[src/rtl/feistel_pkg.sv]
// Shared types and helpers for the iterative Feistel engine: FSM state encoding,
// a width-parametrised rotate-left and the block-width helper.
package feistel_pkg;

  typedef enum logic [1:0] {
    IDLE = 2'd0,
    RUN  = 2'd1,
    DONE = 2'd2
  } state_t;

  // Widest half-block the rotate helper can carry.
  localparam int unsigned ROT_MAX_W = 64;

  function automatic int unsigned blk_width(input int unsigned half_w);
    return 32'd2 * half_w;
  endfunction

  // Rotate the low w bits of x left by n (mod w); bits above w come back as zero.
  function automatic logic [ROT_MAX_W-1:0] rotl(input logic [ROT_MAX_W-1:0] x,
                                                input int unsigned w,
                                                input int unsigned n);
    logic [ROT_MAX_W-1:0] mask;
    int unsigned s;
    s    = n % w;
    mask = (w >= ROT_MAX_W) ? {ROT_MAX_W{1'b1}} : ((64'd1 << w) - 64'd1);
    return ((x << s) | ((x & mask) >> (w - s))) & mask;
  endfunction

endpackage

[src/rtl/feistel_round.sv]
// One combinational Feistel round: selects the round key for the current index and
// direction, evaluates F(x,k) = rotl(x ^ k, FROT) + k and performs the half swap.
module feistel_round #(
  parameter int unsigned HALF_W = 32,
  parameter int unsigned ROUNDS = 16,
  parameter int unsigned FROT   = 3,
  parameter int unsigned KROT   = 1,
  parameter int unsigned CNT_W  = 5
) (
  input  logic [HALF_W-1:0] l,
  input  logic [HALF_W-1:0] r,
  input  logic [HALF_W-1:0] key,
  input  logic [CNT_W-1:0]  idx,
  input  logic              mode,
  output logic [HALF_W-1:0] l_n,
  output logic [HALF_W-1:0] r_n
);
  import feistel_pkg::*;

  int unsigned       sel_s;
  int unsigned       amt_s;
  logic [HALF_W-1:0] k_s;
  logic [HALF_W-1:0] f_s;

  // Decryption walks the key schedule backwards so the same round structure inverts it.
  always_comb begin
    sel_s = 32'd0;
    amt_s = 32'd0;
    k_s   = {HALF_W{1'b0}};
    f_s   = {HALF_W{1'b0}};
    sel_s = mode ? (ROUNDS - 32'd1 - 32'(idx)) : 32'(idx);
    amt_s = (sel_s * KROT) % HALF_W;
    k_s   = HALF_W'(rotl(64'(key), HALF_W, amt_s));
    f_s   = HALF_W'(rotl(64'(r ^ k_s), HALF_W, FROT % HALF_W)) + k_s;
    l_n   = r;
    r_n   = l ^ f_s;
  end

endmodule

[src/rtl/feistel_iter_core.sv]
// Iterative Feistel cipher core, one round per clock, with valid/ready on both sides.
// Optional build macro FEISTEL_ZEROIZE_EN clears key/data state after each result is taken.
module feistel_iter_core #(
  parameter int unsigned HALF_W = 32,
  parameter int unsigned ROUNDS = 16,
  parameter int unsigned FROT   = 3,
  parameter int unsigned KROT   = 1
) (
  input  logic                clk_in,
  input  logic                rst,
  input  logic                in_valid,
  output logic                in_ready,
  input  logic                in_mode,
  input  logic [HALF_W-1:0]   in_key,
  input  logic [2*HALF_W-1:0] in_block,
  output logic                out_valid,
  input  logic                out_ready,
  output logic [2*HALF_W-1:0] out_block,
  output logic                busy
);
  import feistel_pkg::*;

  localparam int unsigned      BLK_W    = blk_width(HALF_W);
  localparam int unsigned      CNT_W    = $clog2(ROUNDS + 1);
  localparam logic [CNT_W-1:0] LAST_IDX = CNT_W'(ROUNDS - 1);

  if (ROUNDS < 1) begin : g_bad_rounds
    $error("feistel_iter_core: ROUNDS must be at least 1");
  end
  if ((HALF_W < 1) || (HALF_W > ROT_MAX_W)) begin : g_bad_width
    $error("feistel_iter_core: HALF_W out of range");
  end

  state_t            state_r, state_n;
  logic              accept_s, last_s;
  logic              mode_r;
  logic [HALF_W-1:0] key_r, l_r, r_r, l_n_s, r_n_s;
  logic [CNT_W-1:0]  cnt_r;
  logic [BLK_W-1:0]  out_block_r;
  logic              in_ready_r, out_valid_r, busy_r;

  feistel_round #(
    .HALF_W(HALF_W), .ROUNDS(ROUNDS), .FROT(FROT), .KROT(KROT), .CNT_W(CNT_W)
  ) u_round (
    .l(l_r), .r(r_r), .key(key_r), .idx(cnt_r), .mode(mode_r), .l_n(l_n_s), .r_n(r_n_s)
  );

  // Next-state logic; inputs are only looked at in IDLE, out_ready only in DONE.
  always_comb begin
    state_n  = state_r;
    accept_s = 1'b0;
    last_s   = 1'b0;
    case (state_r)
      IDLE: begin
        if (in_valid) begin
          accept_s = 1'b1;
          state_n  = RUN;
        end else begin
          state_n  = IDLE;
        end
      end
      RUN: begin
        if (cnt_r == LAST_IDX) begin
          last_s  = 1'b1;
          state_n = DONE;
        end else begin
          state_n = RUN;
        end
      end
      DONE: begin
        if (out_ready) begin
          state_n = IDLE;
        end else begin
          state_n = DONE;
        end
      end
      default: state_n = IDLE;
    endcase
  end

  // State register and the handshake/status flags it decodes to.
  always_ff @(posedge clk_in) begin
    if (rst) begin
      state_r     <= IDLE;
      in_ready_r  <= 1'b1;
      out_valid_r <= 1'b0;
      busy_r      <= 1'b0;
    end else begin
      state_r     <= state_n;
      in_ready_r  <= (state_n == IDLE);
      out_valid_r <= (state_n == DONE);
      busy_r      <= (state_n == RUN);
    end
  end

  // Datapath: capture on accept, one round per RUN cycle, result latched on the last round.
  always_ff @(posedge clk_in) begin
    if (rst) begin
      mode_r      <= 1'b0;
      key_r       <= {HALF_W{1'b0}};
      l_r         <= {HALF_W{1'b0}};
      r_r         <= {HALF_W{1'b0}};
      cnt_r       <= {CNT_W{1'b0}};
      out_block_r <= {BLK_W{1'b0}};
    end else if (accept_s) begin
      mode_r <= in_mode;
      key_r  <= in_key;
      l_r    <= in_block[BLK_W-1:HALF_W];
      r_r    <= in_block[HALF_W-1:0];
      cnt_r  <= {CNT_W{1'b0}};
    end else if (state_r == RUN) begin
      l_r   <= l_n_s;
      r_r   <= r_n_s;
      cnt_r <= cnt_r + CNT_W'(1);
      if (last_s) begin
        out_block_r <= {r_n_s, l_n_s};
      end
`ifdef FEISTEL_ZEROIZE_EN
    end else if ((state_r == DONE) && out_ready) begin
      key_r <= {HALF_W{1'b0}};
      l_r   <= {HALF_W{1'b0}};
      r_r   <= {HALF_W{1'b0}};
    end else if (state_r == IDLE) begin
      out_block_r <= {BLK_W{1'b0}};
`endif
    end
  end

  assign in_ready  = in_ready_r;
  assign out_valid = out_valid_r;
  assign busy      = busy_r;
`ifdef FEISTEL_ZEROIZE_EN
  assign out_block = out_valid_r ? out_block_r : {BLK_W{1'b0}};
`else
  assign out_block = out_block_r;
`endif

endmodule

[config.mk]
export PLATFORM = sky130hd
export DESIGN_NAME = feistel_iter_core
export DESIGN_NICKNAME = d
export VERILOG_FILES = /design/src/rtl/feistel_pkg.sv /design/src/rtl/feistel_round.sv /design/src/rtl/feistel_iter_core.sv
export SDC_FILE = /design/constraint.sdc
export NUM_CORES = 1
export LEC_CHECK = 0
export BUFFER_PORTS_ARGS = -buffer_cell sky130_fd_sc_hd__buf_2
export CORE_UTILIZATION = 40
export DETAILED_ROUTE_END_ITERATION = 6
export PLACE_DENSITY_LB_ADDON = 0.15
export SETUP_SLACK_MARGIN = 0.5
export SYNTH_ARGS = -nofsm -noshare
export SYNTH_HDL_FRONTEND = slang
export SYNTH_HIERARCHICAL = 1
export SYNTH_SLANG_ARGS = --single-unit
[constraint.sdc]
create_clock -name clk_in -period 6.7 [get_ports clk_in]
set_clock_uncertainty 0.2 [all_clocks]
set_input_delay 0 -clock clk_in [delete_from_list [all_inputs] [get_ports clk_in]]
set_output_delay 0 -clock clk_in [all_outputs]
set_load 0.05 [all_outputs]
==> qor.txt <==
Placed cell count -> 1,929
Ant diodes -> 0
Vias in the first global route -> 11,200
Clk slew on worst S/H paths -> 0.08 ns
Share of layout cells above drive strength 1 -> 21.1%
Worst Min Path Start -> in_key[15]
Min Clock Period, post-route -> 5.96 ns
Count of final hold-check violations -> 0
Max Slew Vio Count -> 0
Worst min path class -> in2reg
Area grow syn2layout -> 25.8%
CTS Sinks -> 171
Largest area contributor in the netlist -> dfxtp_1
Mean cell area of the mapped netlist -> 7.98 sq um
Clock Latency Late Sink -> 0.45 ns
P_leak -> 6.26 nW
Final period util -> 89.0%
Avg WL per Cell -> 19.7 um
Tot GR Track Use -> 27.2%
Die height -> 174 um
P_sw -> 1.70 mW
ANT nets after route -> 0
Post-DP HPWL -> 28.8 mm
Crit path max fanout -> 25
DIE AREA -> 30,100 sq um
Slowest-stage cell, CP -> mux4_2
Initial Util -> 40.8%
# port buffers -> 167
Core Region -> 28,900 sq um
Finished Layout Cells -> 2,096
Sequential share of the synthesized area -> 29.1%
R2r worst-path depth -> 20
Internal power -> 2.42 mW
Max Fclk -> 0.168 GHz
Die width -> 174 um
CP Class -> reg2reg
Cell variety after synth -> 67
Crit Reg-Reg Endpoint -> r_r[18]
Number of flops mapped to enable cells by yosys -> 0
Via-to-Cell Ratio -> 5.58
Row cnt -> 62
Largest net degree at the start of global routing -> 98
Ranking of synthesized cells by area -> dfxtp_1 29%, nand2_1 10%, a21oi_1 9.1%, mux4_2 7.3%, nor2_1 3.7%
Cells on Worst Hold Path -> 4
Worst stage delay on the critical path -> 0.57 ns
Ys async rst share -> 0%
Hold Crit Endpoint -> key_r[15]
Mapped Cells -> 1,476
Flop pwr share -> 29.7%
Status -> finished, final reports clean
Root Driver -> clkbuf_16
Drt first pass iters -> 5
Final RePlAce weighted congestion -> 0.954
Mapped Area -> 11,800 sq um
Remaining Overflow, GRT -> 0
Max clock buf depth -> 2
Setup TNS Final -> 0 ns
Routed via count -> 11,700
Initial antenna violation count -> 0
Syn Nets -> 1,611
CTS H-tree depth -> 4
Fill count -> 2,798
Critical Path Start Type -> register
Max_slew headroom -> 27.2%
Cell chain of the critical path -> xor2_2 > buf_12 > mux4_2 > a21oi_1 > o211a_1 > a21oi_1 > mux2_2 > xor2_1 > ha_1 > fa_1 > a21o_1 > a21o_1 > a21o_1 > a211o_1 > buf_4 > a21oi_2 > xnor2_1 > nand2_1 > a211oi_1 > dlygate4sd3_1
Worst Tran Pin Value -> 1.09 ns
Sw Share -> 41.3%
Synth cell count leaders -> 317 x nand2_1, 215 x a21oi_1, 171 x dfxtp_1, 116 x nor2_1, 58 x clkbuf_1
CP arrival -> 6.16 ns
Post-layout net count -> 1,834
Global-route wire length before repair -> 64.4 mm
DRT iter0 DRCs -> 1,062
FF+latch count, synth -> 171
IO Pins -> 168
Synth Flop Type -> dfxtp_1
CP Capture Type -> register
RSZ-0062 raised after global routing -> true
Ys Warns -> 6
Drt total wl -> 41.2 mm
Clock power share -> 25.1%
Cts bufs inserted -> 17
Max Cap Viol -> 0
Maximum VDD drop -> 0.000192 V
Cell mode on critical path -> a21o_1
Reg-to-reg startpoint -> cnt_r[0]
Most instantiated library cell after synthesis -> nand2_1
Final setup fails -> 0
Pwr/cell area -> 278 nW/um^2
Number of remaining DRC errors -> 0
Share of the synthesized area in the top cell type -> 29.1%
Comb pwr share -> 45.2%
Worst EP required -> 6.89 ns
CTS tree -> yes
Register-to-Register Setup Slack -> 0.74 ns
==> how the worst max path moves through the flow <==
| stage | startpoint | endpoint | slack (ns) |
|---|---|---|---|
| after detailed placement | mode_r | r_r[31] | 0.51 |
| after global placement | mode_r | r_r[31] | 0.57 |
| after CTS | cnt_r[1] | r_r[18] | 0.51 |
| final | cnt_r[0] | r_r[18] | 0.74 |
| after global routing | mode_r | r_r[18] | 0.50 |
| after floorplan | cnt_r[1] | r_r[28] | 0.95 |
==> placed cells by master (no fill, tap or decap), drive strengths merged, types with 4 or more instances in the layout <==
cell           n
nand2        317
a21oi        215
buf          211
dfxtp        171
dlygate4sd3  133
nor2         117
a211oi        77
xor2          51
xnor2         51
mux2i         43
o21ai         42
mux4          38
ha            33
a21o          31
inv           20
nand3         19
clkbuf        18
mux2          17
a31oi          9
o22ai          8
nor3           7
clkinv         7
nand4          6
and2           5
and3           4
nand2b         4
a2bb2oi        4
a22oi          4
a221oi         4
==> through the flow <==
step / power, mW / area, sq um / setup WS [ns] / hold slack [ns] / util [%]
after floorplan: 2.55 / 11800 / 0.947 / -0.0640 / -
after global placement: 2.97 / 12800 / 0.566 / 0.0398 / 44.3
after detailed placement: 2.96 / 12800 / 0.506 / 0.0486 / 44.3
after CTS: 4.09 / 14700 / 0.512 / 0.120 / 51.0
after global routing: 4.36 / 14800 / 0.498 / 0.158 / 51.3
final: 4.12 / 14800 / 0.736 / 0.146 / 51.3
==> critical path, delay by kind of cell, from the launching register on <==
kind	cells	cell delay [ns]
buffers and inverters	3	0.96
AND/OR/NAND/NOR	1	0.08
XOR/XNOR	3	0.53
adder cells (fa/ha/maj)	2	0.66
AO/OA/AOI/OAI	9	2.08
multiplexers	2	0.90
flip-flops	1	0.47
==> metal layers <==
layer / vias to the layer above / GRT usage, % / share of wire [%] / wire length [um]
met1: 5632 / 40.0 / 47 / 19600
met4: 0 / 6.29 / 1.3 / 538
met3: 32 / 3.84 / 6.0 / 2480
met2: 404 / 42.0 / 45 / 18600
li1: 5621 / - / - / -
met5: - / 0 / 0 / 0
==> flip-flops by register name (all words and copies together), names as in the netlist <==
signal / cells
busy: 1
in_ready: 1
key_r: 32
r_r: 32
cnt_r: 5
state_r: 2
out_valid: 1
out_block: 64
mode_r: 1
l_r: 32
==> power groups by stage <==
| stage | combinational [mW] | sequential [mW] | clock (mW) |
|---|---|---|---|
| floorplan | 1.37 | 1.18 | 0 |
| global placement | 1.73 | 1.24 | 0 |
| CTS | 1.81 | 1.22 | 1.06 |
| finish | 1.86 | 1.22 | 1.03 |
| global route | 2.03 | 1.23 | 1.10 |
| detailed placement | 1.72 | 1.24 | 0 |
==> timing repair <==
action | CTS | global route
pin swaps | 0 | 1
hold endpoints to repair | 146 | 0
gates cloned | 0 | 1
resized for setup | 1 | 19
setup buffers | 0 | 1
hold buffers | 133 | 0
setup endpoints to repair | 3 | 30
==> area by class of cell <==
| class | instances | area (sq um) | share of cell area [%] |
|---|---|---|---|
| Clock buffer | 17 | 425 | 2.87 |
| Clock inverter | 15 | 168 | 1.13 |
| Inverter | 12 | 45.0 | 0.304 |
| Multi-Input combinational cell | 1152 | 7690 | 51.9 |
| Sequential cell | 171 | 3430 | 23.2 |
| Tap cell | 384 | 480 | 3.24 |
| Timing Repair Buffer | 345 | 2570 | 17.4 |
==> cells by family (layout without fill, tap and decap cells) <==
family | after synthesis | count (layout) | synth area share, %
buf+inv | 153 | 389 | 6.61
simple gates | 491 | 491 | 16.8
fa+ha+maj | 34 | 34 | 3.68
xor+xnor | 102 | 102 | 7.94
compound gates | 427 | 427 | 23.4
mux | 98 | 98 | 12.5
flops | 171 | 171 | 29.1
Note: power is estimated with default switching activity, not from simulation.
